--- config.mk ---
export PLATFORM = sky130hd
export DESIGN_NAME = feed_arbiter
export DESIGN_NICKNAME = d
export VERILOG_FILES = /design/src/rtl/feed_pkg.sv /design/src/rtl/feed_fifo.sv /design/src/rtl/feed_arbiter.sv
export SDC_FILE = /design/constraint.sdc
export NUM_CORES = 1
export LEC_CHECK = 0
export ABC_AREA = 1
export CORE_MARGIN = 1
export CORE_UTILIZATION = 40
export DETAILED_ROUTE_END_ITERATION = 16
export HOLD_SLACK_MARGIN = 0.02
export PLACE_DENSITY = 0.6
export SLEW_MARGIN = 25
export SYNTH_ARGS = -nofsm -noshare
export SYNTH_HDL_FRONTEND = slang
export SYNTH_SLANG_ARGS = --single-unit
--- constraint.sdc ---
create_clock -name clk -period 9.13 [get_ports clk]
set_input_delay 1.826 -clock clk [delete_from_list [all_inputs] [get_ports clk]]
set_output_delay 1.826 -clock clk [all_outputs]
set_load 0.005 [all_outputs]
--- src/rtl/feed_pkg.sv ---
// Shared types and wrap-aware sequence helpers for the feed arbiter.
// Default widths match the standard two-line, 16-bit-sequence build.
package feed_pkg;

  localparam int unsigned NUM_CH_DEF = 2;
  localparam int unsigned DATA_W_DEF = 32;
  localparam int unsigned SEQ_W_DEF  = 16;
  localparam int unsigned DEPTH_DEF  = 8;
  localparam int unsigned CNT_W_DEF  = 16;
  localparam int unsigned CH_W_DEF   = (NUM_CH_DEF > 1) ? $clog2(NUM_CH_DEF) : 1;

  typedef struct packed {
    logic [DATA_W_DEF-1:0] data;
    logic [SEQ_W_DEF-1:0]  seq;
    logic [CH_W_DEF-1:0]   ch;
  } feed_entry_t;

  // (seq - last) mod 2^w, returned zero-extended to 32 bits
  function automatic logic [31:0] seq_diff(input logic [31:0] seq,
                                           input logic [31:0] last,
                                           input int unsigned w);
    logic [31:0] mask;
    mask = (w >= 32) ? 32'hFFFF_FFFF : ((32'd1 << w) - 32'd1);
    return (seq - last) & mask;
  endfunction

  // Newer means a non-zero forward distance of less than half the sequence space
  function automatic logic seq_newer(input logic [31:0] diff,
                                     input int unsigned w);
    return (diff != 32'd0) && !diff[5'(w - 1)];
  endfunction

endpackage

--- src/rtl/feed_fifo.sv ---
// Show-ahead output FIFO; head is presented combinationally and reads zero when empty.
module feed_fifo #(
  parameter int unsigned DEPTH = 8,
  parameter int unsigned W     = 8
) (
  input  logic         clk,
  input  logic         reset,
  input  logic         push_i,
  input  logic [W-1:0] din_i,
  input  logic         pop_i,
  output logic [W-1:0] dout_o,
  output logic         full_o,
  output logic         empty_o
);

  localparam int unsigned AW = $clog2(DEPTH);

  logic [W-1:0]  mem_q [DEPTH];
  logic [AW-1:0] wr_q;
  logic [AW-1:0] rd_q;
  logic [AW:0]   cnt_q;
  logic          do_push;
  logic          do_pop;

  assign full_o  = (cnt_q == (AW + 1)'(DEPTH));
  assign empty_o = (cnt_q == '0);
  assign do_push = push_i && !full_o;
  assign do_pop  = pop_i && !empty_o;
  assign dout_o  = empty_o ? '0 : mem_q[rd_q];

  always_ff @(posedge clk) begin
    if (reset) begin
      wr_q  <= '0;
      rd_q  <= '0;
      cnt_q <= '0;
    end else begin
      if (do_push) wr_q <= wr_q + AW'(1);
      if (do_pop)  rd_q <= rd_q + AW'(1);
      case ({do_push, do_pop})
        2'b10:   cnt_q <= cnt_q + (AW + 1)'(1);
        2'b01:   cnt_q <= cnt_q - (AW + 1)'(1);
        default: cnt_q <= cnt_q;
      endcase
    end
  end

  // Storage needs no reset; occupancy alone decides what is visible
  always_ff @(posedge clk) begin
    if (do_push) mem_q[wr_q] <= din_i;
  end

endmodule

--- src/rtl/feed_arbiter.sv ---
// Redundant-feed arbiter: round-robin grant, wrap-aware dedup, ordered output FIFO.
// Define FEED_STATS_EN to add the drop_cnt/gap_cnt statistics ports and counters.
module feed_arbiter
  import feed_pkg::*;
#(
  parameter int unsigned NUM_CH = NUM_CH_DEF,
  parameter int unsigned DATA_W = DATA_W_DEF,
  parameter int unsigned SEQ_W  = SEQ_W_DEF,
  parameter int unsigned DEPTH  = DEPTH_DEF,
  localparam int unsigned CH_W  = (NUM_CH > 1) ? $clog2(NUM_CH) : 1
`ifdef FEED_STATS_EN
  , parameter int unsigned CNT_W = CNT_W_DEF
`endif
) (
  input  logic                     clk,
  input  logic                     reset,
  input  logic [NUM_CH-1:0]        in_valid,
  output logic [NUM_CH-1:0]        in_ready,
  input  logic [NUM_CH*DATA_W-1:0] in_data,
  input  logic [NUM_CH*SEQ_W-1:0]  in_seq,
  output logic                     out_valid,
  input  logic                     out_ready,
  output logic [DATA_W-1:0]        out_data,
  output logic [SEQ_W-1:0]         out_seq,
  output logic [CH_W-1:0]          out_ch,
  output logic                     gap_pulse
`ifdef FEED_STATS_EN
  ,
  output logic [CNT_W-1:0]         drop_cnt,
  output logic [CNT_W-1:0]         gap_cnt
`endif
);

  typedef struct packed {
    logic [DATA_W-1:0] data;
    logic [SEQ_W-1:0]  seq;
    logic [CH_W-1:0]   ch;
  } entry_t;

  localparam int unsigned ENTRY_W = $bits(entry_t);

  logic [CH_W-1:0]    rr_q, rr_d;
  logic [SEQ_W-1:0]   last_seq_q, last_seq_d;
  logic               first_q, first_d;
  logic               gap_pulse_q, gap_pulse_d;

  logic               fifo_full, fifo_empty;
  logic               grant_vld_c;
  logic [CH_W-1:0]    grant_idx_c;
  logic [SEQ_W-1:0]   grant_seq_c;
  logic [DATA_W-1:0]  grant_data_c;
  logic [31:0]        diff_c;
  logic               accept_c, gap_c;
  entry_t             push_entry, head_entry;
  logic [ENTRY_W-1:0] head_vec;

  logic [SEQ_W-1:0]   seq_arr  [NUM_CH];
  logic [DATA_W-1:0]  data_arr [NUM_CH];

  for (genvar i = 0; i < NUM_CH; i++) begin : g_unpack
    assign seq_arr[i]  = in_seq[i*SEQ_W +: SEQ_W];
    assign data_arr[i] = in_data[i*DATA_W +: DATA_W];
  end

  // Round-robin search starting at the pointer; no grant while full or in reset
  always_comb begin
    int unsigned c;
    c           = 0;
    grant_vld_c = 1'b0;
    grant_idx_c = '0;
    for (int unsigned k = 0; k < NUM_CH; k++) begin
      c = (32'(rr_q) + k) % NUM_CH;
      if (!grant_vld_c && in_valid[CH_W'(c)] && !fifo_full && !reset) begin
        grant_vld_c = 1'b1;
        grant_idx_c = CH_W'(c);
      end
    end
  end

  always_comb begin
    in_ready = '0;
    if (grant_vld_c) in_ready[grant_idx_c] = 1'b1;
  end

  assign grant_seq_c  = seq_arr[grant_idx_c];
  assign grant_data_c = data_arr[grant_idx_c];

  assign diff_c   = seq_diff(32'(grant_seq_c), 32'(last_seq_q), SEQ_W);
  assign accept_c = grant_vld_c && (first_q || seq_newer(diff_c, SEQ_W));
  assign gap_c    = accept_c && !first_q && (diff_c != 32'd1);

  always_comb begin
    rr_d        = rr_q;
    last_seq_d  = last_seq_q;
    first_d     = first_q;
    gap_pulse_d = gap_c;
    if (grant_vld_c) rr_d = CH_W'((32'(grant_idx_c) + 32'd1) % NUM_CH);
    if (accept_c) begin
      last_seq_d = grant_seq_c;
      first_d    = 1'b0;
    end
  end

  always_ff @(posedge clk) begin
    if (reset) begin
      rr_q        <= '0;
      last_seq_q  <= '0;
      first_q     <= 1'b1;
      gap_pulse_q <= 1'b0;
    end else begin
      rr_q        <= rr_d;
      last_seq_q  <= last_seq_d;
      first_q     <= first_d;
      gap_pulse_q <= gap_pulse_d;
    end
  end

  assign gap_pulse = gap_pulse_q;

  assign push_entry = '{data: grant_data_c, seq: grant_seq_c, ch: grant_idx_c};

  feed_fifo #(
    .DEPTH (DEPTH),
    .W     (ENTRY_W)
  ) u_fifo (
    .clk     (clk),
    .reset   (reset),
    .push_i  (accept_c),
    .din_i   (push_entry),
    .pop_i   (out_ready),
    .dout_o  (head_vec),
    .full_o  (fifo_full),
    .empty_o (fifo_empty)
  );

  assign head_entry = head_vec;
  assign out_valid  = !fifo_empty;
  assign out_data   = head_entry.data;
  assign out_seq    = head_entry.seq;
  assign out_ch     = head_entry.ch;

`ifdef FEED_STATS_EN
  logic             drop_c;
  logic [CNT_W-1:0] drop_cnt_q, drop_cnt_d;
  logic [CNT_W-1:0] gap_cnt_q, gap_cnt_d;

  assign drop_c = grant_vld_c && !accept_c;

  // Saturating event counters
  always_comb begin
    drop_cnt_d = drop_cnt_q;
    gap_cnt_d  = gap_cnt_q;
    if (drop_c && (drop_cnt_q != '1)) drop_cnt_d = drop_cnt_q + CNT_W'(1);
    if (gap_c && (gap_cnt_q != '1))   gap_cnt_d  = gap_cnt_q + CNT_W'(1);
  end

  always_ff @(posedge clk) begin
    if (reset) begin
      drop_cnt_q <= '0;
      gap_cnt_q  <= '0;
    end else begin
      drop_cnt_q <= drop_cnt_d;
      gap_cnt_q  <= gap_cnt_d;
    end
  end

  assign drop_cnt = drop_cnt_q;
  assign gap_cnt  = gap_cnt_q;
`endif

endmodule

* Yosys cells after proc, flatten, opt, wreduce, memory -nomap -nowiden *
Memory sizes are Yosys's and may differ from the RTL's. A register that Yosys moved wholly into a read port is not among the register bits.
Cells that the tools add are included.

word-level totals
  memories = 1
  bits in writable memories = 392
  register bits = 29
  output and inout bits = 53
  input bits = 101

operators by class
  equality and inequality tests = 4
  reductions and logical operators = 22
  bitwise gates (word level) = 1
  add/sub/neg operators = 7
  magnitude comparators = 5
  multiplexer cells = 23

memories
  memory        words  bits a word  read ports  clocked after Yosys merged registers in  wr ports  RTL line         source
  u_fifo.mem_q  8      49           1           1                                        1         feed_fifo.sv:18  logic [W-1:0] mem_q [DEPTH];

operators by type and width
  operator                                                    number
  2-to-1 mux 32 bit                                           3
  2-to-1 mux 49 bit                                           1
  2-to-1 mux 16 bit                                           3
  nonzero test 32 bit                                         1
  != test 16 x 1 -> 1 bit, second input constant              1
  subtractor 16 bit                                           1
  logical AND 1 bit                                           12
  2-to-1 mux 1 bit                                            11
  case mux 4 bit (2 select lines)                             1
  adder 3 x 1 -> 3 bit, second input constant                 2
  zero test 1 bit                                             6
  less-than comparator 1 x 2 -> 1 bit, second input constant  3
  2-to-1 mux 3 bit                                            2
  adder 4 x 1 -> 4 bit, second input constant                 1
  equality test 4 bit, second input constant                  1
  zero test 4 bit                                             1
  subtractor 4 x 1 -> 4 bit, second input constant            1
  adder 1 bit, second input constant                          2
  equality test 2 x 1 -> 1 bit, second input constant         1
  equality test 2 bit, second input constant                  1
  greater-or-equal comparator 2 bit, second input constant    1
  2-to-1 mux 2 bit                                            1
  NOT 1 -> 2 bit                                              1
  nonzero test 2 bit                                          1
  other kinds (3)                                             3

* Longest topological paths before layout *
  depth in word-level cells = 22
  mapped depth = 35

* By module *
Synthesis repeated with hierarchy kept, for this count alone.

second synthesis, totals
  cells, all modules = 1,748
  area, all modules = 18,551.5 µm²

by module, submodules not included
  module        cells each  times used  area each (µm²)
  feed_fifo     1,258       1           16,076.7
  feed_arbiter  490         1           2,474.9

* Worst setup path after synthesis *
OpenSTA, ideal clock, no wires.

  path type = input to register
  start point = in in_valid[0]
  end point = mem u_fifo.mem_q[0][0] (netlist name), enable pin
  stages on the path = 23
  library setup time = 456 ps
  path buffers = 0
  data required time = 8,674 ps
  arrival = 6,459 ps
  slack = 2,215 ps
  cell sequence = inv_1 > o2111ai_4 > inv_2 > or2_2 > o21ai_0 > ha_1 > inv_1 > fa_1 > nand3_1 > nand3_1 > nand2_1 > nand2_1 > nand2_1 > nand2_1 > nand3_1 > nor2_1 > nand2_1 > nor2_2 > nand3_1 > nand2_2 > a21boi_2 > nand2_1 > nor2_1

between the ends
  word-level cells in the longest chain between the ends = 22
  elaborated cells between the ends (all ways) = 27
  those cells by class = add/sub (1); mux (13); bitwise (1); reduce/logical (12)

ends and longest elaborated chain
  what                                                    RTL line            source
  from (decl)                                             feed_arbiter.sv:17  input logic [NUM_CH-1:0] in_valid,
  2-to-1 mux 1 bit (not written as such) (2 in series)    feed_arbiter.sv:73  if (!grant_vld_c && in_valid[CH_W'(c)] && !fifo_full && !reset) begin
  logical AND 1 bit (2 in series)                         feed_arbiter.sv:73
  2-to-1 mux 1 bit                                        feed_arbiter.sv:73
  zero test 1 bit                                         feed_arbiter.sv:73
  logical AND 1 bit (3 in series)                         feed_arbiter.sv:73
  2-to-1 mux 1 bit                                        feed_arbiter.sv:73
  NOT 1 -> 2 bit (not written as such)                    feed_arbiter.sv:85  assign grant_seq_c = seq_arr[grant_idx_c];
  2-to-1 mux 16 bit (not written as such) (3 in series)   feed_arbiter.sv:85
  subtractor 16 bit                                       feed_pkg.sv:24      return (seq - last) & mask;
  nonzero test 32 bit or zero test 1 bit (tied branches)  feed_pkg.sv:30      return (diff != 32'd0) && !diff[5'(w - 1)];
  logical AND 1 bit                                       feed_pkg.sv:30
  logical OR 1 bit                                        feed_arbiter.sv:89  assign accept_c = grant_vld_c && (first_q || seq_newer(diff_c, SEQ_W));
  logical AND 1 bit (*)                                   feed_arbiter.sv:89
  logical AND 1 bit (*)                                   feed_fifo.sv:27     assign do_push = push_i && !full_o;
  2-to-1 mux 1 bit (*)                                    feed_fifo.sv:49     if (do_push) mem_q[wr_q] <= din_i;
  2-to-1 mux 1 bit (not written as such) (*)              feed_fifo.sv:49
  to (decl)                                               feed_fifo.sv:18

Mark *: on every way between the ends. The rest lies on a longest branch, timed or not. The select of a mux whose other input is x is not followed.

* Worst setup path after layout *
  start point = in reset
  end point = reg u_fifo.cnt_q[3]

between the ends
  word-level cells in the longest chain between the ends = 20
  elaborated cells between the ends (all ways) = 25
  those cells by class = add/sub (1); eq/ne (2); mux (8); bitwise (1); reduce/logical (13)

ends and longest elaborated chain
  what                                                                   RTL line            source
  from (decl)                                                            feed_arbiter.sv:16  input logic reset,
  zero test 1 bit                                                        feed_arbiter.sv:73
  logical AND 1 bit                                                      feed_arbiter.sv:73
  2-to-1 mux 1 bit                                                       feed_arbiter.sv:73
  zero test 1 bit                                                        feed_arbiter.sv:73
  logical AND 1 bit (3 in series)                                        feed_arbiter.sv:73
  2-to-1 mux 1 bit                                                       feed_arbiter.sv:73
  NOT 1 -> 2 bit (not written as such)                                   feed_arbiter.sv:85
  2-to-1 mux 16 bit (not written as such) (3 in series)                  feed_arbiter.sv:85
  subtractor 16 bit                                                      feed_pkg.sv:24
  nonzero test 32 bit or zero test 1 bit (tied branches)                 feed_pkg.sv:30
  logical AND 1 bit                                                      feed_pkg.sv:30
  logical OR 1 bit                                                       feed_arbiter.sv:89
  logical AND 1 bit                                                      feed_arbiter.sv:89
  logical AND 1 bit                                                      feed_fifo.sv:27
  equality test 2 x 1 -> 1 bit or equality test 2 bit (tied branches)    feed_fifo.sv:39     case ({do_push, do_pop})
  case mux 4 bit (2 select lines) or nonzero test 2 bit (tied branches)  -
  to (signal assigned)                                                   feed_fifo.sv:40     2'b10: cnt_q <= cnt_q + (AW + 1)'(1);
  to (signal assigned)                                                   feed_fifo.sv:41     2'b01: cnt_q <= cnt_q - (AW + 1)'(1);
  to (signal assigned)                                                   feed_fifo.sv:42     default: cnt_q <= cnt_q;
  to (decl)                                                              feed_fifo.sv:21     logic [AW:0] cnt_q;

Parallel ways exist; a longest one is shown, timed or not. The select of a mux whose other input is x is not followed.
A chain may end at the register's enable or synchronous reset.

==> flow_metrics.py <==
metrics = {
    "critical_path": {
        "required_ns": 9.56,
        "critPathLaunch": "reset",
        "crit_top_cell": "nand2_1",
        "criticalPathCategory": "primary input to register",
        "end_kind": "register",
        "slowest_stage": "fa_1",
        "r2r_cells": 32,
        "crit_path_max_incr_delay_ns": 0.46,
        "arrival_ns": 7.21,
        "r2r_setup_slack_ns": 3.85,
        "worst_setup_path_start_kind": "primary input",
        "cp-endpoint": "u_fifo.cnt_q[3]",
        "r2r-start": "u_fifo.cnt_q[0]",
        "r2r-end": "u_fifo.cnt_q[3]",
        "critPathMaxFanout": 52,
    },
    "sta": {
        "finalCriticalPeriod_ns": 6.78,
        "rsz0062_at_grt": "false",
        "finalCritPeriodShare_pct": 74.3,
        "fin_ws_ns": 2.35,
        "maxSlewViolCount": 0,
        "hold_viol": 0,
        "tns_ns": 0,
        "slew_headroom_pct": 31.4,
        "holdWs_ns": 0.467,
        "skew_ns": 0.0180,
        "worstMarginPinSlew_ns": 1.03,
        "setup_violations": 0,
        "fmax_ghz": 0.147,
    },
    "clock_network": {
        "cts_resized": 0,
        "clk_pin_slew_ns": 0.06,
        "clock_latency_ns": 0.55,
        "cts-root-buf": "clkbuf_16",
        "tritoncts": "built",
        "cts-htree-levels": 2,
        "clkSinkCount": 424,
        "cts_buffers": 45,
        "cts.path.max_buffers": 3,
        "postCtsSetupRepairBufs": 0,
        "postCtsHoldBufs": 0,
    },
    "global_routing": {
        "antenna_found_initial": 0,
        "grt_max_degree": 104,
        "overflow": 0,
        "grt_use_total_pct": 19.0,
        "first_global_vias": 12200,
        "grt_pass1_wl_mm": 69.3,
    },
    "synth": {
        "synth-edff-count": 392,
        "syn-cell-area_mm2": 0.0181,
        "synthCells": 1667,
        "yosysTopAreaCell": "edfxtp_1",
        "ys_top_cells_by_area": "edfxtp_1, nor2_1, o21ai_0, nand2_1, dfxtp_1",
        "synthTopCellsByCount": "edfxtp_1, nor2_1, nand2_1, o21ai_0, clkbuf_1",
        "synth_cell_type_count": 39,
        "async_flop_share_pct": 0,
        "synth_top_cell_area_share_pct": 64.9,
        "synth_most_common_cell": "edfxtp_1",
        "synth-seq-area-share_pct": 68.5,
        "syn_avg_cell_area_um2": 10.9,
        "synth_nets": 1790,
        "ys_seq_elements": 424,
        "ys_warn_count": 0,
        "synth-main-ff-cell": "edfxtp_1",
    },
    "pwr": {
        "switching_power_mw": 2.05,
        "combPwrFrac_pct": 33.2,
        "p_per_area_mw_per_mm2": 284,
        "power_frac_seq_pct": 38.6,
        "power.internal_mw": 4.12,
        "ir_drop_mv": 0.146,
        "p_sw_share_pct": 33.2,
        "cellLeakagePower_nw": 7.73,
        "p_clk_share_pct": 28.3,
    },
    "die": {
        "row_count": 77,
        "io_pins": 154,
        "die_h_um": 215,
        "initial_core_util_pct": 40.7,
        "dieWidth_um": 215,
        "core-area_mm2": 0.0445,
        "die_area_mm2": 0.0462,
    },
    "place": {
        "hpwl_mm": 25.5,
        "post_dp_cell_area_mm2": 0.0203,
        "globalplace.congestion": 0.842,
        "pre_cts_slack_ns": 1.78,
        "io_buffers": 153,
    },
    "detailed_routing": {
        "vias": 12500,
        "vias_per_cell": 5.16,
        "first_iter_violations": 824,
        "drt_pass1_iterations": 5,
        "ant_nets": 0,
        "drt_wl_total_mm": 44.3,
        "drc_errors": 0,
        "drt-wirelength-per-cell_um": 18.3,
    },
    "finish": {
        "seq_area_mm2": 0.0124,
        "fin_area_mm2": 0.0217,
        "syn2layout_area_growth_pct": 19.9,
        "multi_input_area_mm2": 0.00515,
        "layout-drive-gt1-share_pct": 6.84,
        "nNetsFinal": 1915,
        "fillers": 4005,
        "n_antenna_cell": 0,
        "post-route-util_pct": 48.8,
    },
    "status": {
        "status": "finished clean",
    },
    "worst_hold_path": {
        "hp-class": "register to register",
    },
    "run": {
        "maxCapViolCount": 0,
    },
}
## cells by family (layout without fill, tap and decap cells)
family,count (synthesis),in the layout,share of synthesized area [%]
flops,424,424,68.5
simple gates,672,672,14.7
xor+xnor,7,7,0.338
compound gates,380,380,11.4
fa+ha+maj,22,22,1.60
buf+inv,162,322,3.49
## worst max-delay path, delay by kind of cell
family / cells / cell delay, ns
AND/OR/NAND/NOR: 18 / 1.80
adder cells (fa/ha/maj): 4 / 1.25
AO/OA/AOI/OAI: 5 / 1.05
buffers and inverters: 5 / 1.27
## flip-flops by register name, summed over array words and instances (netlist names), named ones only
name,count
u_fifo.mem_q,392
last_seq_q,16
u_fifo.cnt_q,4
u_fifo.rd_q,3
u_fifo.wr_q,3
first_q,1
gap_pulse,1
rr_q,1
## layout by cell type (no fill, tap or decap), types with 4 or more instances in the layout
| master | Yosys | layout |
|---|---|---|
| edfxtp_1 | 392 | 392 |
| clkinv_2 | 0 | 6 |
| a31oi_1 | 49 | 49 |
| inv_1 | 63 | 62 |
| nor2_1 | 351 | 343 |
| nor2_2 | 18 | 18 |
| clkinv_1 | 2 | 10 |
| ha_1 | 20 | 20 |
| nand3_1 | 25 | 24 |
| a21oi_1 | 19 | 19 |
| nor2_4 | 0 | 8 |
| dfxtp_1 | 32 | 30 |
| clkbuf_16 | 0 | 45 |
| buf_12 | 0 | 5 |
| clkdlybuf4s50_1 | 0 | 153 |
| nor3_1 | 4 | 4 |
| clkbuf_1 | 82 | 12 |
| o22ai_1 | 49 | 49 |
| buf_4 | 0 | 15 |
| nand2_1 | 258 | 258 |
| o21ai_0 | 253 | 253 |
| xor2_1 | 4 | 4 |
## per-stage QoR
stage,std cells,power [mW]
2_1_floorplan,1667,3.60
3_3_place_gp,2337,4.48
3_5_place_dp,2337,4.49
4_1_cts,2419,6.24
5_1_grt,2419,6.53
6_report,2419,6.17
## metal layers
metal  track usage (%)  up-vias  part of all wire [%]
met5                 0        -                     0
met4              4.19        0                   1.5
met3              2.72       51                   4.9
met2              31.4      323                    47
met1              26.6     6016                    46
li1                  -     6095                     -
## worst min-delay path by stage
stage / slack [ns] / depth (start not counted) / to / startpoint
3_5_place_dp: 0.46 / 2 / register / u_fifo.rd_q[2]
6_report: 0.47 / 2 / u_fifo.rd_q[2] / u_fifo.rd_q[2]
4_1_cts: 0.47 / 2 / register / u_fifo.rd_q[2]
3_3_place_gp: 0.44 / 2 / register / u_fifo.rd_q[2]
5_1_grt: 0.51 / 1 / u_fifo.cnt_q[0] / u_fifo.cnt_q[0]
2_1_floorplan: 0.43 / 2 / register / u_fifo.rd_q[2]
## final cells by class
| class | instances | area share (%) |
|---|---|---|
| timing repair buffer | 174 | 8.08 |
| clock inverter | 22 | 0.950 |
| multi-input combinational | 1081 | 23.7 |
| sequential | 424 | 57.1 |
| tap | 592 | 3.41 |
| inverter | 66 | 1.16 |
| clock buffer | 60 | 5.58 |
## power groups by stage
stage	Clock [mW]	Combinational, mW	Sequential (mW)
after detailed placement	0	2.07	2.42
after CTS	1.78	2.08	2.38
final	1.74	2.05	2.38
after global placement	0	2.06	2.42
after floorplan	0	1.20	2.40
after global routing	1.85	2.29	2.39
(Power assumes the default switching activity.)
